## src/rtl/ifetch_queue.sv

```systemverilog
// Fetch-to-decode instruction queue: DEPTH-entry {pc, instr} FIFO, 1-cycle latency (0 when IFQ_BYPASS_EN and empty).
// Backpressure: in_ready drops when full, from registered state only; flush empties the queue at the next edge.
module ifetch_queue #(
   parameter int DEPTH = 4,
   parameter int XLEN  = 32
) (
   input  logic                     clk,
   input  logic                     rst,
   input  logic                     flush,
   input  logic                     in_valid,
   input  logic [XLEN-1:0]          in_pc,
   input  logic [XLEN-1:0]          in_instr,
   output logic                     in_ready,
   output logic                     out_valid,
   output logic [XLEN-1:0]          out_pc,
   output logic [XLEN-1:0]          out_instr,
   input  logic                     out_ready,
   output logic [$clog2(DEPTH):0]   count
);

   localparam int AW = $clog2(DEPTH);
   localparam int CW = AW + 1;
   localparam logic [CW-1:0] FULL_CNT = CW'(DEPTH);
   localparam logic [CW-1:0] CNT_ONE  = CW'(1);
   localparam logic [AW-1:0] PTR_ONE  = AW'(1);

   typedef struct packed {
      logic [XLEN-1:0] pc;
      logic [XLEN-1:0] instr;
   } entry_t;

   entry_t          mem [DEPTH];
   logic [AW-1:0]   wr_ptr;
   logic [AW-1:0]   rd_ptr;

   logic            empty;
   logic            full;
   logic            enq;
   logic            deq;
   logic            pass;
   logic            wr_en;
   logic            rd_en;
   entry_t          head;

   assign empty    = (count == '0);
   assign full     = (count == FULL_CNT);
   assign in_ready = ~full;
   assign enq      = in_valid & in_ready;
   assign deq      = out_valid & out_ready;
   assign head     = mem[rd_ptr];

`ifdef IFQ_BYPASS_EN
   // An empty queue lets the fetched word fall straight through to decode.
   assign out_valid = (~empty | in_valid) & ~flush;
   assign out_pc    = empty ? in_pc    : head.pc;
   assign out_instr = empty ? in_instr : head.instr;
   assign pass      = empty & enq & out_ready;
`else
   assign out_valid = ~empty & ~flush;
   assign out_pc    = head.pc;
   assign out_instr = head.instr;
   assign pass      = 1'b0;
`endif

   // A passed-through word is neither written nor popped from storage.
   assign wr_en = enq & ~pass & ~flush;
   assign rd_en = deq & ~pass & ~flush;

   always_ff @(posedge clk or posedge rst) begin
      if (rst) begin
         wr_ptr <= '0;
         rd_ptr <= '0;
         count  <= '0;
      end else if (flush) begin
         wr_ptr <= '0;
         rd_ptr <= '0;
         count  <= '0;
      end else begin
         if (wr_en)
            wr_ptr <= wr_ptr + PTR_ONE;
         if (rd_en)
            rd_ptr <= rd_ptr + PTR_ONE;
         if (wr_en & ~rd_en)
            count <= count + CNT_ONE;
         else if (rd_en & ~wr_en)
            count <= count - CNT_ONE;
      end
   end

   always_ff @(posedge clk) begin
      if (wr_en)
         mem[wr_ptr] <= '{pc: in_pc, instr: in_instr};
   end

   a_count_range: assert property (@(posedge clk) disable iff (rst) count <= FULL_CNT);
   a_no_underflow: assert property (@(posedge clk) disable iff (rst) !(rd_en && empty));
   a_head_stable: assert property (@(posedge clk) disable iff (rst)
      (out_valid && !out_ready && !empty) |=> ($stable(out_pc) && $stable(out_instr)));

endmodule
```

## config.mk

```make
export PLATFORM = sky130hd
export DESIGN_NAME = ifetch_queue
export DESIGN_NICKNAME = d
export VERILOG_FILES = /design/src/rtl/ifetch_queue.sv
export SDC_FILE = /design/constraint.sdc
export NUM_CORES = 1
export LEC_CHECK = 0
export BUFFER_PORTS_ARGS = -buffer_cell sky130_fd_sc_hd__buf_2
export CAP_MARGIN = 15
export CORE_MARGIN = 4
export CORE_UTILIZATION = 45
export CTS_BUF_LIST = sky130_fd_sc_hd__clkbuf_8
export DETAILED_ROUTE_END_ITERATION = 8
export GPL_ROUTABILITY_DRIVEN = 0
export MAX_ROUTING_LAYER = met4
export PLACE_DENSITY = 0.76
export SYNTH_ARGS = -nofsm -noshare
export SYNTH_HDL_FRONTEND = slang
export SYNTH_SLANG_ARGS = --single-unit
```

## constraint.sdc

```tcl
create_clock -name clk -period 4.5 [get_ports clk]
set_input_delay 0.9 -clock clk [delete_from_list [all_inputs] [get_ports clk]]
set_output_delay 0.9 -clock clk [all_outputs]
set_load 0.01 [all_outputs]
```

==> run_results.csv, run 1 <==
group,metric,value,unit
status,status,"completed",
floorplan,die_area,24300,um^2
global_routing,grt_max_degree,66,
global_routing,antenna_found_initial,1,
clock_tree,post_cts_resized,0,
route,first_pass_iters,7,
floorplan,core_area,21300,um^2
setup_path,crit_chain,"buf_4 > mux4_2 > buf_2",
clock_tree,clk_pin_slew,60,ps
clock_tree,cts_buffers,42,
route,wl,17500,um
clock_tree,worstSkewPairLatency,510,ps
synth,synth_nets,479,
synth,ys.flop_type,"edfxtp_1",
synth,synth_top_area_share,78.1,%
power_and_ir_drop,power.density,501,nW/um^2
setup_path,critPathTopFamily,"buffers and inverters",
cells_and_area,area_delta_synth_final,17.1,%
cells_and_area,layout.cells.non_filler,876,
setup_path,crit_arrival,2290,ps
setup_path,critical-path-slowest-cell,"mux4_2",
place,io_buffers,137,
synth,netlist_instances,405,
route,avgRoutedWirePerCell,20.0,um
floorplan,die_x,156,um
floorplan,io_pins,138,
clock_tree,postCtsHoldBufs,0,
timing,drv_slew,0,
clock_tree,cts_htree_levels,2,
timing,postLayoutSetupSlackWorst,1310,ps
timing,fin_worst_skew,14.5,ps
cells_and_area,drive_gt1_share,43.8,%
synth,syn_area_per_cell,24.3,um^2
floorplan,die_y,156,um
clock_tree,clockBufferDepth,3,
setup_path,worstSetupEndpointType,"output pin",
synth,synth-edff-count,256,
route,route.detailed.drc,0,
route,wl_met1,6970,um
timing,tns,0,ps
min_path,hp-class,"primary input to async pin",
synth,syn_area,9850,um^2
power_and_ir_drop,vdd_drop_max,285,uV
power_and_ir_drop,p_leak,3.93,nW
timing,tightest_slew,1020,ps
cells_and_area,nets,642,
route,vias,4633,
route,top_layer_used,"met4",
place,dp_hpwl,10200,um
place,dpl_worst_slack,1280,ps
route,antenna_left,0,
route,met2_wirelength,8870,um
global_routing,grt.total_usage,15.1,%
floorplan,core.rowCount,53,
clock_tree,root_buffer,"clkbuf_8",
timing,rsz0062_at_grt,"no",
clock_tree,cts_tree,"built",
route,met3_wirelength,1320,um
global_routing,grt_pass1_wl,27500,um
timing,final.min_clock_period,3190,ps
cells_and_area,num-fill-cells,1664,
synth,synth_area_leaders,"edfxtp_1 (78%), mux4_2 (15%), dfrtp_1 (1.8%), buf_6 (0.57%), ha_1 (0.51%)",
setup_path,startpoint_type,"flop",
timing,slew-limit-headroom,32.2,%
synth,synthArstFlopShare,2.66,%
global_routing,gr-total-overflow,0,
route,drt_iter0_markers,202,
timing,finalHoldViolCount,0,
synth,synth_warnings,0,
job,cap_viol_max_count,0,
synth,ys_seq_area_share,79.8,%
route,drt-vias-per-instance,5.29,
clock_tree,post_cts_buffers,0,
setup_path,crit_required,3600,ps
clock_tree,clock-sinks,263,
timing,setup-violations-final,0,
setup_path,cpPeakStageDelay,580,ps
synth,synth-seq-cells,263,
setup_path,path_buf_inv,2,
setup_path,crit_fanout,22,
timing,period_share,70.9,%
timing,clock.fmax,314,MHz
synth,synth_largest_area_cell,"edfxtp_1",
setup_path,path_class,"flop to output pin",
place,placed_cells,799,
global_routing,grt_pass1_vias,5136,
synth,ys_types,35,
floorplan,initial_utilization,46.3,%
## final timing paths
| kind | start | slack, ps | cells after the start | to |
|---|---|---|---|---|
| setup / recovery | rd_ptr[0] | 1310 | 3 | out_pc[2] |
| hold / removal | rst | 320 | 2 | wr_ptr[1] |
| setup reg to reg | count[2] | 1750 | 7 | count[1] |
| hold reg to reg | wr_ptr[0] | 610 | 2 | wr_ptr[0] |
| max in group asynchronous | rst | 3910 | 2 | rd_ptr[0] |
| min in group clk | in_instr[5] | 600 | 1 | mem[1][5] |
## worst reg2reg max path: stages, from the launching register on
cell and delay, ps:
dfrtp_1 510, nor3b_2 240, nor3_1 510, and2_1 250
fa_1 440, or4b_1 470, a21oi_1 140, a211o_1 120
## routing by layer
metal	GRT usage, %	up-vias
met2	24.7	174
met4	4.54	0
met5	-	-
met3	4.36	36
met1	18.4	2377
li1	-	2046
## cells by family after synthesis
group / Yosys count / share of synthesized area [%]
xor+xnor: 3 / 0.267
flops: 263 / 79.8
compound gates: 17 / 1.21
buf+inv: 27 / 1.68
mux: 66 / 14.8
fa+ha+maj: 5 / 0.712
simple gates: 24 / 1.45
## cell usage after synthesis (all sizes together) (2+ instances only)
cell type	number
mux4	64
o21ai	2
a21oi	6
mux2i	2
ha	4
nand2	2
dfrtp	7
inv	7
edfxtp	256
xor2	2
nand3b	2
nand3	2
clkbuf	2
buf	18
a211o	2
nor2	6
and2	5
## layout by cell type (no fill, tap or decap), drive strengths merged
cell type	n
a2111oi	1
a211o	2
a21bo	1
a21oi	6
a311oi	1
and2	5
and3	1
buf	139
clkbuf	45
clkinv	14
dfrtp	7
diode	1
edfxtp	256
fa	1
ha	4
inv	24
mux2i	2
mux4	64
nand2	2
nand2b	1
nand3	2
nand3b	2
nor2	6
nor3	1
nor3b	1
nor4bb	1
o21ai	2
o21bai	1
o311a	1
o311ai	1
o31ai	1
or2	1
or4b	1
xnor2	1
xor2	2
## stage by stage
stage	total power, mW	hold WS [ps]	util, %	cell area (um^2)
after detailed placement	4.08	600	50.7	10800
after CTS	5.87	287	54.1	11500
after global routing	6.07	313	54.2	11500
after global placement	4.05	591	50.7	10800
after floorplan	3.71	557	-	9850
final	5.78	322	54.2	11500
## sequential cells by signal, summed over array words and instances, names as in the netlist
signal and count:
mem 256, count 3, rd_ptr 2, wr_ptr 2
## power by group
| group | leakage (nW) | internal, mW | switching, mW | total, mW |
|---|---|---|---|---|
| clock | 0.450 | 0.920 | 0.851 | 1.77 |
| combinational | 1.07 | 0.554 | 0.523 | 1.08 |
| sequential | 2.41 | 2.82 | 0.111 | 2.93 |
## cell type report
type                            instances  area, um^2  area share (%)
Sequential cell                       263        7870            68.3
Multi-Input combinational cell        115        1830            15.9
Timing Repair Buffer                  139         713            6.19
Clock buffer                           45         619            5.37
Tap cell                              275         344            2.98
Clock inverter                         31         124            1.07
Inverter                                7        26.3           0.228
Antenna cell                            1        2.50          0.0217
Note: power is estimated with default switching activity, not from simulation.
==> run 2: changes to the inputs <==
--- a/config.mk
+++ b/config.mk
@@ -13,7 +13,7 @@
 export DETAILED_ROUTE_END_ITERATION = 8
 export GPL_ROUTABILITY_DRIVEN = 0
 export MAX_ROUTING_LAYER = met4
-export PLACE_DENSITY = 0.76
+export PLACE_DENSITY = 0.79
 export SYNTH_ARGS = -nofsm -noshare
 export SYNTH_HDL_FRONTEND = slang
 export SYNTH_SLANG_ARGS = --single-unit
==> constraint.sdc (replaced) <==
create_clock -name clk -period 2.7 [get_ports clk]
set_input_delay 0.54 -clock clk [delete_from_list [all_inputs] [get_ports clk]]
set_output_delay 0.54 -clock clk [all_outputs]
set_load 0.01 [all_outputs]
==> run 2 against run 1 <==
Net effect:
- flip-flop and latch count unchanged
- routed wire length is 2.9% higher
- total power up 70%
- combinational power rose by 81%
- cell count rose by 1.4%
- die area unchanged
- cell area grew 2.1%
- register-to-register slack got worse by 1500 ps
- critical path depth did not move
- count of clock-buffer cells in the layout rose by 2
- clock power is 75% higher
==> run_results.csv, run 2 (same netlist as run 1, synthesis figures left out) <==
group,metric,value,unit
cells_and_area,area_delta_synth_final,19.5,%
clock_tree,clockBufferDepth,3,
setup_path,path_class,"flop to output pin",
route,drt_iter0_markers,212,
route,route.detailed.drc,0,
route,wl,18000,um
timing,final.min_clock_period,2560,ps
timing,tightest_slew,563,ps
min_path,hp-class,"primary input to flop",
timing,tns,0,ps
floorplan,core_area,21300,um^2
floorplan,core.rowCount,53,
job,cap_viol_max_count,0,
route,avgRoutedWirePerCell,20.3,um
clock_tree,cts_buffers,42,
clock_tree,clk_pin_slew,60,ps
global_routing,antenna_found_initial,1,
status,status,"completed",
timing,slew-limit-headroom,61.5,%
timing,finalHoldViolCount,0,
global_routing,grt_pass1_vias,5165,
floorplan,io_pins,138,
power_and_ir_drop,p_leak,4.03,nW
setup_path,crit_required,2160,ps
cells_and_area,largestRegisters,"mem (256), count (3)",
place,placed_cells,812,
global_routing,grt_max_degree,66,
global_routing,grt.total_usage,15.6,%
floorplan,die_y,156,um
global_routing,grt_pass1_wl,28500,um
setup_path,crit_fanout,37,
place,io_buffers,137,
timing,drv_slew,0,
global_routing,gr-total-overflow,0,
cells_and_area,nets,656,
setup_path,worstSetupEndpointType,"output pin",
timing,fin_worst_skew,17.7,ps
cells_and_area,top_register,"mem",
timing,period_share,94.9,%
route,antenna_left,0,
route,vias,4707,
clock_tree,postCtsHoldBufs,1,
timing,setup-violations-final,0,
clock_tree,root_buffer,"clkbuf_8",
clock_tree,cts_tree,"built",
setup_path,crit_arrival,2020,ps
clock_tree,clock-sinks,263,
timing,rsz0062_at_grt,"no",
setup_path,startpoint_type,"flop",
place,dp_hpwl,11200,um
floorplan,die_x,156,um
power_and_ir_drop,power.density,836,nW/um^2
cells_and_area,layout.cells.non_filler,888,
clock_tree,worstSkewPairLatency,510,ps
timing,clock.fmax,390,MHz
floorplan,die_area,24300,um^2
route,drt-vias-per-instance,5.30,
cells_and_area,drive_gt1_share,45.9,%
clock_tree,post_cts_resized,0,
clock_tree,post_cts_buffers,0,
cells_and_area,final_common_cell,"edfxtp_1",
cells_and_area,layout_common_cells,"edfxtp_1 (256), buf_2 (137), mux4_2 (64)",
route,first_pass_iters,4,
floorplan,initial_utilization,46.3,%
clock_tree,cts_htree_levels,2,
power_and_ir_drop,vdd_drop_max,462,uV
cells_and_area,largest_reg_flops,256,
==> run 2: cell types whose count changed in the layout (fill, tap and decap cells not counted) <==
cell	previous run	this run
buf_12	1	8
buf_4	1	7
bufinv_16	0	1
clkbuf_8	45	47
clkinv_1	8	6
clkinv_4	0	1
clkinvlp_4	0	1
dlygate4sd3_1	0	1
inv_1	24	19
==> run 2: where the power goes <==
part	internal, mW	switching [mW]
clock network	1.69	1.40
logic	0.972	0.987
registers	4.70	0.0956
==> run 2: layout make-up <==
cell class | count | area, um^2
diodes | 1 | 2.50
clock buffers | 47 | 647
clock inverters | 27 | 144
fillers | 1604 | 9520
inverters | 7 | 26.3
multi-input cells | 115 | 1830
flip-flops and latches | 263 | 7870
well taps | 275 | 344
repair buffers | 153 | 908
==> run 2: worst max-delay path, stage by stage, from the launching register on <==
cell     delay [ps]
dfrtp_4         440
buf_12          300
mux4_2          590
buf_2           170
==> run 2: layer usage <==
layer / track usage [%] / part of all wire, % / vias to the layer above / routed length (um)
met1: 19.7 / 41 / 2433 / 7410
met3: 3.66 / 5.7 / 31 / 1030
met2: 25.9 / 52 / 167 / 9280
li1: - / - / 2076 / -
met5: - / 0 / - / 0
met4: 3.92 / 1.6 / 0 / 291
==> run 2: path summary, 6_finish.rpt <==
kind / start / end / slack (ps) / cells after the start
max: rd_ptr[0] / out_instr[3] / 140 / 3
min: in_instr[16] / mem[0][16] / 240 / 1
max reg2reg: count[2] / count[1] / 210 / 7
min reg2reg: wr_ptr[0] / wr_ptr[0] / 610 / 2
max in group asynchronous: rst / rd_ptr[1] / 1890 / 3
min in group asynchronous: rst / count[2] / 530 / 3
==> run 2: through the flow <==
step | setup WS (ps) | hold WS (ps) | power (mW) | util (%) | area [um^2]
after global routing | 24.9 | 197 | 10.4 | 55.3 | 11800
after global placement | 262 | 477 | 6.80 | 51.5 | 11000
after CTS | 86.1 | 199 | 10.0 | 55.3 | 11800
after floorplan | 222 | 343 | 6.18 | - | 9850
final | 138 | 242 | 9.84 | 55.3 | 11800
after detailed placement | 66.6 | 505 | 6.87 | 51.5 | 11000
==> run 3: changes to the inputs <==
--- a/config.mk
+++ b/config.mk
@@ -7,13 +7,15 @@
 export LEC_CHECK = 0
 export BUFFER_PORTS_ARGS = -buffer_cell sky130_fd_sc_hd__buf_2
 export CAP_MARGIN = 15
+export CELL_PAD_IN_SITES_DETAIL_PLACEMENT = 0
+export CELL_PAD_IN_SITES_GLOBAL_PLACEMENT = 1
 export CORE_MARGIN = 4
 export CORE_UTILIZATION = 45
 export CTS_BUF_LIST = sky130_fd_sc_hd__clkbuf_8
 export DETAILED_ROUTE_END_ITERATION = 8
 export GPL_ROUTABILITY_DRIVEN = 0
 export MAX_ROUTING_LAYER = met4
-export PLACE_DENSITY = 0.79
+export PLACE_DENSITY = 0.86
 export SYNTH_ARGS = -nofsm -noshare
 export SYNTH_HDL_FRONTEND = slang
 export SYNTH_SLANG_ARGS = --single-unit
==> run 3 against run 2 <==
Net effect:
- routed wire length up 2.2%
- cell area down 0.29%
- critical path type unchanged
- combinational power about the same
- via count up 0.32%
- largest power group unchanged
==> run_results.csv, run 3 (same netlist as run 1, synthesis figures left out) <==
group,metric,value,unit
setup_path,worstSetupEndpointType,"output pin",
timing,rsz0062_at_grt,"no",
place,dpl_worst_slack,81.7,ps
route,antenna_left,0,
global_routing,gr-total-overflow,0,
setup_path,crit_arrival,2010,ps
route,wl,18400,um
route,drt_iter0_markers,207,
clock_tree,clock-sinks,263,
floorplan,die_y,156,um
floorplan,initial_utilization,46.3,%
timing,tns,0,ps
timing,period_share,94.4,%
setup_path,crit_fanout,40,
place,io_buffers,137,
clock_tree,cts_buffers,41,
timing,setup-violations-final,0,
power_and_ir_drop,clkPwrFrac,30.2,%
clock_tree,root_buffer,"clkbuf_8",
global_routing,grt_pass1_wl,28800,um
global_routing,grt_util_met3,3.61,%
clock_tree,cts_htree_levels,2,
cells_and_area,area_delta_synth_final,19.2,%
timing,postLayoutSetupSlackWorst,150,ps
place,dp_hpwl,11500,um
status,status,"completed",
floorplan,io_pins,138,
cells_and_area,top_register,"mem",
global_routing,grt.total_usage,15.9,%
power_and_ir_drop,p_leak,4.01,nW
global_routing,use_met1,19.9,%
global_routing,grt-busiest-layer,"met2",
floorplan,die_area,24300,um^2
route,route.detailed.drc,0,
cells_and_area,final_util,55.1,%
cells_and_area,nets,653,
global_routing,grt_pass1_vias,5236,
floorplan,die_x,156,um
setup_path,path_class,"flop to output pin",
cells_and_area,layout_common_cells,"edfxtp_1 (256), buf_2 (137), mux4_2 (64)",
global_routing,antenna_found_initial,1,
timing,tightest_slew,512,ps
timing,drv_slew,0,
power_and_ir_drop,internal_power,7.20,mW
timing,fin_worst_skew,20.1,ps
timing,final.min_clock_period,2550,ps
power_and_ir_drop,switching_share,25.6,%
power_and_ir_drop,comb_power_share,20.2,%
cells_and_area,largest_reg_flops,256,
clock_tree,clockBufferDepth,3,
timing,slew-limit-headroom,65.0,%
power_and_ir_drop,seqPwrFrac,49.6,%
min_path,hp-class,"primary input to flop",
cells_and_area,drive_gt1_share,44.7,%
global_routing,use_met2,26.4,%
route,avgRoutedWirePerCell,20.8,um
clock_tree,post_cts_resized,0,
floorplan,core_area,21300,um^2
clock_tree,clk_pin_slew,60,ps
job,cap_viol_max_count,0,
cells_and_area,largestRegisters,"mem (256), count (3)",
cells_and_area,final_common_cell,"edfxtp_1",
power_and_ir_drop,power_switching,2.48,mW
power_and_ir_drop,p_total,9.68,mW
global_routing,grt_max_degree,41,
power_and_ir_drop,power.density,824,nW/um^2
clock_tree,cts_tree,"built",
power_and_ir_drop,vdd_drop_max,397,uV
route,vias,4722,
timing,clock.fmax,392,MHz
setup_path,crit_required,2160,ps
route,drt-vias-per-instance,5.34,
route,first_pass_iters,4,
floorplan,core.rowCount,53,
clock_tree,worstSkewPairLatency,520,ps
setup_path,startpoint_type,"flop",
timing,finalHoldViolCount,0,
run 3: worst paths after layout:
check | from | to | slack, ps | cells after the start
worst max register to register | count[2] | count[2] | 230 | 7
worst min register to register | wr_ptr[1] | wr_ptr[1] | 600 | 2
max in group asynchronous | rst | rd_ptr[1] | 1910 | 3
min in group asynchronous | rst | count[2] | 520 | 3
worst max-delay path | rd_ptr[0] | out_instr[3] | 150 | 3
worst min-delay path | in_pc[20] | mem[2][52] | 240 | 1
run 3: metrics by stage:
stage,instances,hold slack (ps),instance area (um^2)
global placement,810,492,11000
finish,885,238,11700
detailed placement,810,496,11000
floorplan,405,343,9850
global route,885,202,11700
CTS,884,191,11700
run 3: cell type report:
| type | count | area [um^2] |
|---|---|---|
| antenna | 1 | 2.50 |
| clock buffer | 45 | 619 |
| clock inverter | 28 | 115 |
| fill | 1612 | 9550 |
| inverter | 7 | 26.3 |
| multi-input combinational | 115 | 1830 |
| sequential | 263 | 7870 |
| tap | 275 | 344 |
| timing repair buffer | 151 | 931 |
run 3: power groups by stage:
stage / registers [mW] / clock network, mW / logic, mW
floorplan: 4.82 / 0 / 1.36
global placement: 4.86 / 0 / 1.96
finish: 4.80 / 2.92 / 1.96
global route: 4.81 / 3.24 / 2.12
detailed placement: 4.88 / 0 / 2.00
CTS: 4.80 / 3.03 / 2.01
run 3: what timing repair did:
item / in CTS / in global routing
buffers inserted: 0 / 0
hold endpoints to repair: 7 / 0
hold buffers: 1 / 0
run 3: per-layer routing:
layer	up-vias	wire length (um)
li1	2066	-
met1	2463	7460
met2	159	9620
met3	34	986
met4	0	335
met5	-	0
run 3: worst max-delay path, stage by stage, from the launching register on:
cell     delay, ps
dfrtp_4        440
buf_12         320
mux4_2         570
buf_2          160
